[config.mk]
export PLATFORM = sky130hd
export DESIGN_NAME = spm_access_controller
export DESIGN_NICKNAME = d
export VERILOG_FILES = /design/src/rtl/spm_access_controller_pkg.sv /design/src/rtl/spm_access_controller_load_align.sv /design/src/rtl/spm_access_controller.sv
export SDC_FILE = /design/constraint.sdc
export NUM_CORES = 1
export LEC_CHECK = 0
export CAP_MARGIN = 20
export CORE_AREA = 4 4 107 109
export CTS_BUF_LIST = sky130_fd_sc_hd__clkbuf_2
export DETAILED_ROUTE_END_ITERATION = 6
export DIE_AREA = 0 0 111 113
export PLACE_DENSITY = 0.71
export SLEW_MARGIN = 10
export SYNTH_ARGS = -nofsm -noshare
export SYNTH_HDL_FRONTEND = slang
export SYNTH_SLANG_ARGS = --single-unit
[constraint.sdc]
create_clock -name clock -period 2.25 [get_ports clock]
set_input_delay 0.225 -clock clock [delete_from_list [all_inputs] [get_ports clock]]
set_output_delay 0.225 -clock clock [all_outputs]
set_load 0.02 [all_outputs]
[src/rtl/spm_access_controller_pkg.sv]
// Shared definitions for the scratchpad front-end controller.
// Holds the access size encodings, the controller state enum, the SPM
// geometry and small helpers for lane selection and alignment checks.
package spm_access_controller_pkg;

  localparam int SPM_ADDR_W = 11;
  localparam int DATA_W     = 32;
  localparam int CPU_ADDR_W = 13;

  typedef enum logic [1:0] {
    SIZE_BYTE = 2'b00,
    SIZE_HALF = 2'b01,
    SIZE_WORD = 2'b10,
    SIZE_RSVD = 2'b11
  } size_e;

  typedef enum logic {
    ST_IDLE = 1'b0,
    ST_DMA  = 1'b1
  } state_e;

  // Half at an odd offset, word at any non-zero offset and the reserved
  // size are all refused.
  function automatic logic is_misaligned(input logic [1:0] size, input logic [1:0] offset);
    case (size)
      SIZE_BYTE: is_misaligned = 1'b0;
      SIZE_HALF: is_misaligned = offset[0];
      SIZE_WORD: is_misaligned = (offset != 2'b00);
      default:   is_misaligned = 1'b1;
    endcase
  endfunction

  // Big-endian lanes: byte offset k lives in lane 3-k.
  function automatic logic [3:0] lane_mask(input logic [1:0] size, input logic [1:0] offset);
    case (size)
      SIZE_BYTE: lane_mask = 4'b1000 >> offset;
      SIZE_HALF: lane_mask = offset[1] ? 4'b0011 : 4'b1100;
      default:   lane_mask = 4'b1111;
    endcase
  endfunction

endpackage

[src/rtl/spm_access_controller_load_align.sv]
// spm_load_align: picks the addressed lane(s) out of a raw SPM word and
// zero- or sign-extends them to 32 bits.
// Ports:
//   size      in  2   registered access size
//   offset    in  2   registered byte offset within the word
//   is_signed in  1   registered sign-extend request
//   raw       in  32  word returned by the SPM
//   aligned   out 32  right-justified, extended load result
module spm_load_align
  import spm_access_controller_pkg::*;
(
  input  logic [1:0]        size,
  input  logic [1:0]        offset,
  input  logic              is_signed,
  input  logic [DATA_W-1:0] raw,
  output logic [DATA_W-1:0] aligned
);

  logic [7:0]  byte_sel;
  logic [15:0] half_sel;

  always_comb begin
    // Lane 3-k starts at bit 8*(3-k); for a 2-bit k, 3-k is simply ~k.
    byte_sel = raw[{~offset, 3'b000} +: 8];
    half_sel = offset[1] ? raw[15:0] : raw[31:16];
    case (size)
      SIZE_BYTE: aligned = {{24{is_signed & byte_sel[7]}}, byte_sel};
      SIZE_HALF: aligned = {{16{is_signed & half_sel[15]}}, half_sel};
      default:   aligned = raw;
    endcase
  end

endmodule

[src/rtl/spm_access_controller.sv]
// spm_access_controller: CPU load/store front end and block-fill DMA for
// the 2048 x 32 data scratchpad.
// Ports:
//   clock, resetN                 clock and asynchronous active-low reset
//   cpuRequest/We/Size/Signed     CPU access request and attributes
//   cpuAddress[12:0], cpuDataIn   byte address and right-justified store data
//   cpuBusy                       request not accepted this cycle
//   cpuDataValid, cpuDataOut      load result, one cycle after acceptance
//   cpuMisaligned                 one-cycle pulse after a refused access
//   dmaStart/WordAddress/Length   block fill command
//   dmaDataValid/Data, dmaDataReady  fill data handshake
//   dmaActive, dmaDone            fill in progress / completion pulse
//   spmByteWe/Address/DataIn      SPM write enables, word address, data
//   spmDataOut                    SPM read data (one-cycle latency)
module spm_access_controller
  import spm_access_controller_pkg::*;
(
  input  logic                  clock,
  input  logic                  resetN,
  input  logic                  cpuRequest,
  input  logic                  cpuWe,
  input  logic [1:0]            cpuSize,
  input  logic                  cpuSigned,
  input  logic [CPU_ADDR_W-1:0] cpuAddress,
  input  logic [DATA_W-1:0]     cpuDataIn,
  output logic                  cpuBusy,
  output logic                  cpuDataValid,
  output logic [DATA_W-1:0]     cpuDataOut,
  output logic                  cpuMisaligned,
  input  logic                  dmaStart,
  input  logic [SPM_ADDR_W-1:0] dmaWordAddress,
  input  logic [SPM_ADDR_W-1:0] dmaLength,
  input  logic                  dmaDataValid,
  input  logic [DATA_W-1:0]     dmaData,
  output logic                  dmaDataReady,
  output logic                  dmaActive,
  output logic                  dmaDone,
  output logic [3:0]            spmByteWe,
  output logic [SPM_ADDR_W-1:0] spmAddress,
  output logic [DATA_W-1:0]     spmDataIn,
  input  logic [DATA_W-1:0]     spmDataOut
);

  state_e                state_reg, state_next;
  logic [SPM_ADDR_W-1:0] dma_addr_reg;
  logic [SPM_ADDR_W-1:0] dma_remaining_reg;
  logic                  load_pending_reg;
  logic [1:0]            load_size_reg;
  logic [1:0]            load_offset_reg;
  logic                  load_signed_reg;
  logic                  misaligned_reg;
  logic                  dma_done_reg;

  logic                  busy;
  logic                  cpu_accept;
  logic                  access_bad;
  logic                  dma_beat;
  logic                  dma_last;
  logic                  dma_empty_start;
  logic [DATA_W-1:0]     store_data;
  logic [DATA_W-1:0]     load_aligned;

  // A DMA start in IDLE takes priority over a same-cycle CPU request.
  assign busy            = (state_reg == ST_DMA) || dmaStart;
  assign cpu_accept      = cpuRequest && !busy;
  assign access_bad      = is_misaligned(cpuSize, cpuAddress[1:0]);
  assign dma_beat        = (state_reg == ST_DMA) && dmaDataValid;
  assign dma_last        = dma_beat && (dma_remaining_reg == 11'd1);
  assign dma_empty_start = (state_reg == ST_IDLE) && dmaStart && (dmaLength == '0);

  // Replicate the right-justified store data across every lane; the byte
  // enables decide which copy actually lands.
  always_comb begin
    case (cpuSize)
      SIZE_BYTE: store_data = {4{cpuDataIn[7:0]}};
      SIZE_HALF: store_data = {2{cpuDataIn[15:0]}};
      default:   store_data = cpuDataIn;
    endcase
  end

  spm_load_align u_load_align (
    .size      (load_size_reg),
    .offset    (load_offset_reg),
    .is_signed (load_signed_reg),
    .raw       (spmDataOut),
    .aligned   (load_aligned)
  );

  // State register
  always_ff @(posedge clock or negedge resetN) begin
    if (!resetN) state_reg <= ST_IDLE;
    else         state_reg <= state_next;
  end

  // Next-state logic
  always_comb begin
    state_next = state_reg;
    case (state_reg)
      ST_IDLE: if (dmaStart && (dmaLength != '0)) state_next = ST_DMA;
      ST_DMA:  if (dma_last) state_next = ST_IDLE;
      default: state_next = ST_IDLE;
    endcase
  end

  // Output logic
  always_comb begin
    cpuBusy       = busy;
    cpuDataValid  = load_pending_reg;
    cpuDataOut    = load_pending_reg ? load_aligned : '0;
    cpuMisaligned = misaligned_reg;
    dmaDone       = dma_done_reg;
    dmaActive     = 1'b0;
    dmaDataReady  = 1'b0;
    spmByteWe     = 4'b0000;
    spmAddress    = '0;
    spmDataIn     = '0;
    case (state_reg)
      ST_IDLE: begin
        if (cpu_accept && !access_bad) begin
          spmAddress = cpuAddress[12:2];
          if (cpuWe) begin
            spmByteWe = lane_mask(cpuSize, cpuAddress[1:0]);
            spmDataIn = store_data;
          end
        end
      end
      ST_DMA: begin
        dmaActive    = 1'b1;
        dmaDataReady = 1'b1;
        if (dmaDataValid) begin
          spmByteWe  = 4'b1111;
          spmAddress = dma_addr_reg;
          spmDataIn  = dmaData;
        end
      end
      default: ;
    endcase
  end

  // CPU side: pending-load attributes and the misalignment pulse.
  always_ff @(posedge clock or negedge resetN) begin
    if (!resetN) begin
      load_pending_reg <= 1'b0;
      load_size_reg    <= 2'b00;
      load_offset_reg  <= 2'b00;
      load_signed_reg  <= 1'b0;
      misaligned_reg   <= 1'b0;
    end else begin
      load_pending_reg <= cpu_accept && !cpuWe && !access_bad;
      misaligned_reg   <= cpu_accept && access_bad;
      if (cpu_accept) begin
        load_size_reg   <= cpuSize;
        load_offset_reg <= cpuAddress[1:0];
        load_signed_reg <= cpuSigned;
      end
    end
  end

  // DMA pointer, remaining count and completion pulse.
  always_ff @(posedge clock or negedge resetN) begin
    if (!resetN) begin
      dma_addr_reg      <= '0;
      dma_remaining_reg <= '0;
      dma_done_reg      <= 1'b0;
    end else begin
      dma_done_reg <= dma_empty_start || dma_last;
      if ((state_reg == ST_IDLE) && dmaStart) begin
        dma_addr_reg      <= dmaWordAddress;
        dma_remaining_reg <= dmaLength;
      end else if (dma_beat) begin
        dma_addr_reg      <= dma_addr_reg + 11'd1;
        dma_remaining_reg <= dma_remaining_reg - 11'd1;
      end
    end
  end

endmodule

Yosys cells after proc, flatten, opt, wreduce, memory -nomap -nowiden
Cells that the tools add are included.

storage, ports and cells
  flip-flop bits (word level) = 31
  output and inout bits = 85
  logic and storage cells = 68

operators by class
  $add $sub $neg = 2
  equality and inequality tests = 4
  shift-type cells = 2
  mux-type cells = 26
  bitwise logic cells = 4
  reductions and logical operators = 21

operators by type and width
  cell                                                                    count
  32-bit one-hot mux with 2 select lines                                  3
  32-bit 2-to-1 mux                                                       4
  11-bit 2-to-1 mux                                                       6
  32-bit by 6-bit variable part select with 8-bit output                  1
  11-bit one-hot mux with 2 select lines                                  1
  16-bit 2-to-1 mux                                                       1
  4-bit 2-to-1 mux                                                        4
  4-bit one-hot mux with 2 select lines                                   2
  11-bit by 1-bit adder with 11-bit output, second input constant         1
  11-bit by 1-bit equality test with 1-bit output, second input constant  1
  11-bit logical NOT                                                      1
  11-bit nonzero test                                                     1
  11-bit by 1-bit subtractor with 11-bit output, second input constant    1
  1-bit logical AND                                                       10
  2-bit by 1-bit equality test with 1-bit output, second input constant   2
  2-bit logical NOT                                                       2
  2-bit nonzero test                                                      2
  4-bit by 2-bit >> shifter with 4-bit output, first input constant       1
  1-bit logical NOT                                                       3
  1-bit 2-to-1 mux                                                        3
  1-bit one-hot mux with 3 select lines                                   1
  1-bit bitwise AND                                                       2
  2-bit equality test, second input constant                              1
  1-bit logical OR                                                        2
  other kinds (3)                                                         3

Longest topological paths before layout
  depth in word-level cells = 6
  gate-level depth with buffers = 7
  gate-level depth less buffers = 6

Hierarchy
From an unflattened synthesis, not the netlist that was laid out.

unflattened totals
  cells, all modules = 433
  area total of the unflattened synthesis = 3507.1 um^2

by module, submodules not included
  module                 times used  cells an instance  area each (um^2)  seq. area each (um^2)
  spm_access_controller  1           332                2797.7            775.7
  spm_load_align         1           101                709.4             0.0

Least setup slack after synthesis
Ideal clock, no wire load.

  path kind = reg-to-output
  start = reg state_reg
  end = out spmDataIn[15]
  arrival = 1919 ps
  required time = 2025 ps
  path slack = 106 ps
  cell stages (with the launch flop) = 6
  cell sequence = dfrtp_1 -> nor3b_4 -> o21a_1 -> nand3b_2 -> clkbuf_1 -> o21ai_0

on the way
  word-level cells in the longest chain between the ends = 6
  elaborated cells between the ends (all ways) = 7
  those cells by class = mux: 2; bitwise: 1; reduce/logical: 4

ends and longest elaborated chain
  item                                        RTL line                      RTL
  start: declaration                          spm_access_controller.sv:44   state_e state_reg, state_next;
  start signal: assignment                    spm_access_controller.sv:92   else state_reg <= state_next;
  1-bit logical OR                            spm_access_controller.sv:64   assign busy = (state_reg == ST_DMA) || dmaStart;
  1-bit logical NOT                           spm_access_controller.sv:65   assign cpu_accept = cpuRequest && !busy;
  1-bit logical AND                           spm_access_controller.sv:65
  1-bit logical AND                           spm_access_controller.sv:119  if (cpu_accept && !access_bad) begin
  32-bit 2-to-1 mux                           spm_access_controller.sv:119
  32-bit one-hot mux with 2 select lines (*)  spm_access_controller.sv:117  case (state_reg)
  end: declaration                            spm_access_controller.sv:40   output logic [DATA_W-1:0] spmDataIn,

Mark *: on every way between the ends. The rest lies on a longest branch, timed or not.

Final worst setup path
  start = reg load_offset_reg[1]
  end = out cpuDataOut[25]

on the way
  word-level cells in the longest chain between the ends = 5
  elaborated cells between the ends (all ways) = 7
  those cells by class = shift: 1; mux: 3; bitwise: 3

ends and longest elaborated chain
  item                                                    RTL line                                RTL
  start: declaration                                      spm_access_controller.sv:49             logic [1:0] load_offset_reg;
  start signal: assignment                                spm_access_controller.sv:153            load_offset_reg <= cpuAddress[1:0];
  2-bit inverter                                          spm_access_controller_load_align.sv:24  byte_sel = raw[{~offset, 3'b000} +: 8];
  32-bit by 6-bit variable part select with 8-bit output  spm_access_controller_load_align.sv:24
  1-bit bitwise AND                                       spm_access_controller_load_align.sv:27  SIZE_BYTE: aligned = {{24{is_signed & byte_sel[7]}}, byte_sel};
  32-bit one-hot mux with 2 select lines (*)              spm_access_controller_load_align.sv:26  case (size)
  32-bit 2-to-1 mux (*)                                   spm_access_controller.sv:109            cpuDataOut = load_pending_reg ? load_aligned : '0;
  end: declaration                                        spm_access_controller.sv:28             output logic [DATA_W-1:0] cpuDataOut,

Marked as above.

==> reports/metrics.yaml <==
layout:
  layout.cells.non_filler: 777
  post-route-util_pct: 57.29
  antenna_cells: 0
  drive_above_1_share_pct: 30.61
  nNetsFinal: 780
  syn2layout_area_growth_pct: 96.08
logic_synthesis:
  synthArstFlopShare_pct: 100.0
  ys.flop_type: "dfrtp_1"
  ys_types: 59
  synth_compound_area_share_pct: 33.56
  synth-seq-cells: 31
  synth_edf_count: 0
  netlist_instances: 390
  synth_nets: 533
  avgSynthCellArea_um2: 7.944
  synthSimpleGateAreaFrac_pct: 21.45
  synthMuxAreaShare_pct: 12.44
  synthAdderAreaFrac_pct: 1.212
  yosysWarnings: 0
  synth_top_family_by_area: "compound AO/OA/AOI/OAI gates"
  seq_area_frac_synth_pct: 25.04
  synth_area_mm2: 0.003098
  synthXorXnorAreaFrac_pct: 0.5654
pwr:
  peakVddDrop_mv: 0.3462
  p_total_mw: 3.034
  leakage_nw: 2.708
  power_density_mw_per_mm2: 499.5
critical_path:
  crit_arrival_ps: 2110
  critical_path_peak_fanout: 6
  endpoint_kind: "primary output"
  startpoint_type: "flip-flop"
  crit_type: "flip-flop to primary output"
  required_ps: 2030
timing:
  rsz0062_at_grt: "true"
  setup_tns_ps: -639.6
  min_period_ps: 2337
  max_clock_freq_ghz: 0.4279
  finalMaxSlewViolations: 0
  period_share_pct: 103.9
  setup_slack_ps: -87.01
  relSlewSlack_pct: 60.48
  finalClockSkew_ps: 22.43
  tightestPinTransition_ps: 592.1
  setup_viol: 8
  finalHoldViolCount: 0
global_route:
  grt_first_pass_wirelength_mm: 21.41
  grt_overflow: 0
  antenna_found_initial: 0
  grt_pass1_vias: 4108
  grt_max_degree: 37
  grtUsageTotal_pct: 20.51
clock_tree:
  cts_tree: "done"
  numCtsBuffers: 5
  worst_skew_pair.late_latency_ps: 360
  cts.clk_slew.worst_paths_ps: 180
  numClockSinks: 31
  clk_path_buf_depth: 2
  htreeDepth: 2
  hold_buffers: 0
  cts_root_buffer: "clkbuf_2"
job:
  maxCapViolCount: 0
placed_design:
  port_buffers: 224
  place_ws_ps: -437.4
  hpwl_mm: 11.22
  gp_congestion: 0.9445
  dp.cells: 761
route:
  routed_wl_mm: 14.75
  antenna_left: 0
  wire_per_inst_um: 18.99
  viasPerCell: 5.402
  dr.pass1.iters: 6
  via_count: 4197
  drc_errors: 0
  drt-initial-drc-count: 385
run_status:
  status: "finished, violations left"
  violations: "setup timing"
die:
  coreArea_mm2: 0.01060
  die_w_um: 111
  dieHeight_um: 113
  io_pins: 225
  start_util_pct: 29.22
  std_cell_rows: 38
  die_area_mm2: 0.01254
min_path:
  min_path_type: "input port to async pin"
## layout make-up
cell class	instances	area [um^2]
clock inverter	2	8.758
inverter	4	15.01
fill	949	4528
multi-input combinational	323	2419
clock buffer	5	25.02
tap	140	175.2
timing repair buffer	272	2655
sequential	31	777.0
## metal layers
layer  routed length, um  global-route usage, %  share of wire, %  up-vias
met5                   0                      0                 0        -
met4                 235                  3.941               1.6        0
met3                1031                  4.545               7.0       20
met2                7492                  36.45                51      208
met1                5992                  25.72                41     1998
li1                    -                      -                 -     1971
## per-stage QoR
stage | instance area, um^2 | hold WS (ps)
5_1_grt | 6075 | 242.5
6_report | 6075 | 229.6
3_5_place_dp | 5682 | 513.1
2_1_floorplan | 3098 | -70.59
4_1_cts | 5518 | 232.0
3_3_place_gp | 5682 | 486.5
## Yosys cell counts, drive strengths merged (4+ instances only)
master / number / area, um^2
nand2: 55 / 206.5
a21oi: 28 / 140.1
a22o: 17 / 148.9
o311ai: 6 / 60.06
a222oi: 7 / 70.07
a221o: 5 / 50.05
nor4: 4 / 25.02
clkbuf: 22 / 112.6
nor3b: 5 / 48.80
mux2: 12 / 135.1
o211ai: 8 / 65.06
mux2i: 25 / 250.2
a21o: 17 / 127.6
dfrtp: 31 / 775.7
nor3: 5 / 30.03
nand2b: 4 / 32.53
nand3: 7 / 35.03
inv: 4 / 15.01
o21ai: 47 / 235.2
and2: 4 / 25.03
a22oi: 5 / 37.54
buf: 10 / 50.05
nor2b: 9 / 56.30
nor2: 19 / 71.32
## kinds of logic (layout without fill, tap and decap cells)
kind of cell	after synthesis	count (layout)
muxes	37	37
and+or+nand+nor	129	129
xor gates and xnor gates	2	2
DFF	31	31
AOI/OAI and AO/OA	152	152
adders and majority gates	3	3
buffers and inverters	36	283
## final timing paths
path / from / endpoint / slack [ps] / cells past startpoint
hold / removal: resetN / dma_addr_reg[6] / 230 / 2
min in group clock: dmaWordAddress[9] / dma_addr_reg[9] / 440 / 3
hold reg to reg: dma_addr_reg[10] / dma_addr_reg[10] / 540 / 1
setup / recovery: load_offset_reg[1] / cpuDataOut[25] / -90 / 7
setup reg to reg: state_reg / dma_addr_reg[4] / 410 / 6
max in group asynchronous: resetN / load_offset_reg[1] / 1670 / 2
## what timing repair did
| action | 4_1_cts | 5_1_grt |
|---|---|---|
| setup buffers | 4 | 1 |
| resized for setup | 279 | 198 |
| pin swaps | 3 | 32 |
| setup endpoints to repair | 78 | 69 |
| cloned | 0 | 4 |
## where the power goes
group | switching, mW | leakage, nW | internal [mW] | total [mW]
Clock | 0.189 | 0.0262 | 0.0658 | 0.255
Combinational | 0.866 | 2.29 | 0.931 | 1.80
Sequential | 0.229 | 0.391 | 0.752 | 0.982
## placed cells by master (no fill, tap or decap), types with 4 or more instances in the layout
| master | n |
|---|---|
| mux2_2 | 11 |
| nand3_1 | 7 |
| dfrtp_1 | 30 |
| buf_4 | 39 |
| o21ai_4 | 18 |
| a22o_1 | 17 |
| a222oi_1 | 7 |
| nand2_1 | 54 |
| nor2b_1 | 9 |
| buf_6 | 54 |
| o21ai_0 | 17 |
| buf_2 | 4 |
| inv_1 | 4 |
| nor3b_1 | 4 |
| clkbuf_2 | 25 |
| nor2_1 | 18 |
| o211ai_1 | 7 |
| o21ai_2 | 9 |
| clkdlybuf4s50_1 | 145 |
| o311ai_0 | 4 |
| a21o_1 | 17 |
| mux2i_1 | 25 |
| nor4_1 | 4 |
| a21oi_1 | 27 |
| a22oi_1 | 5 |
| a221o_1 | 5 |
## critical path, cell delays in order, from the launching register on
cell and delay [ps]:
dfrtp_2 470, mux2_4 320, and2_4 140, o2111a_2 290, buf_12 150, buf_6 110
a21o_1 160, buf_6 130
Note: power is estimated with default switching activity, not from simulation.
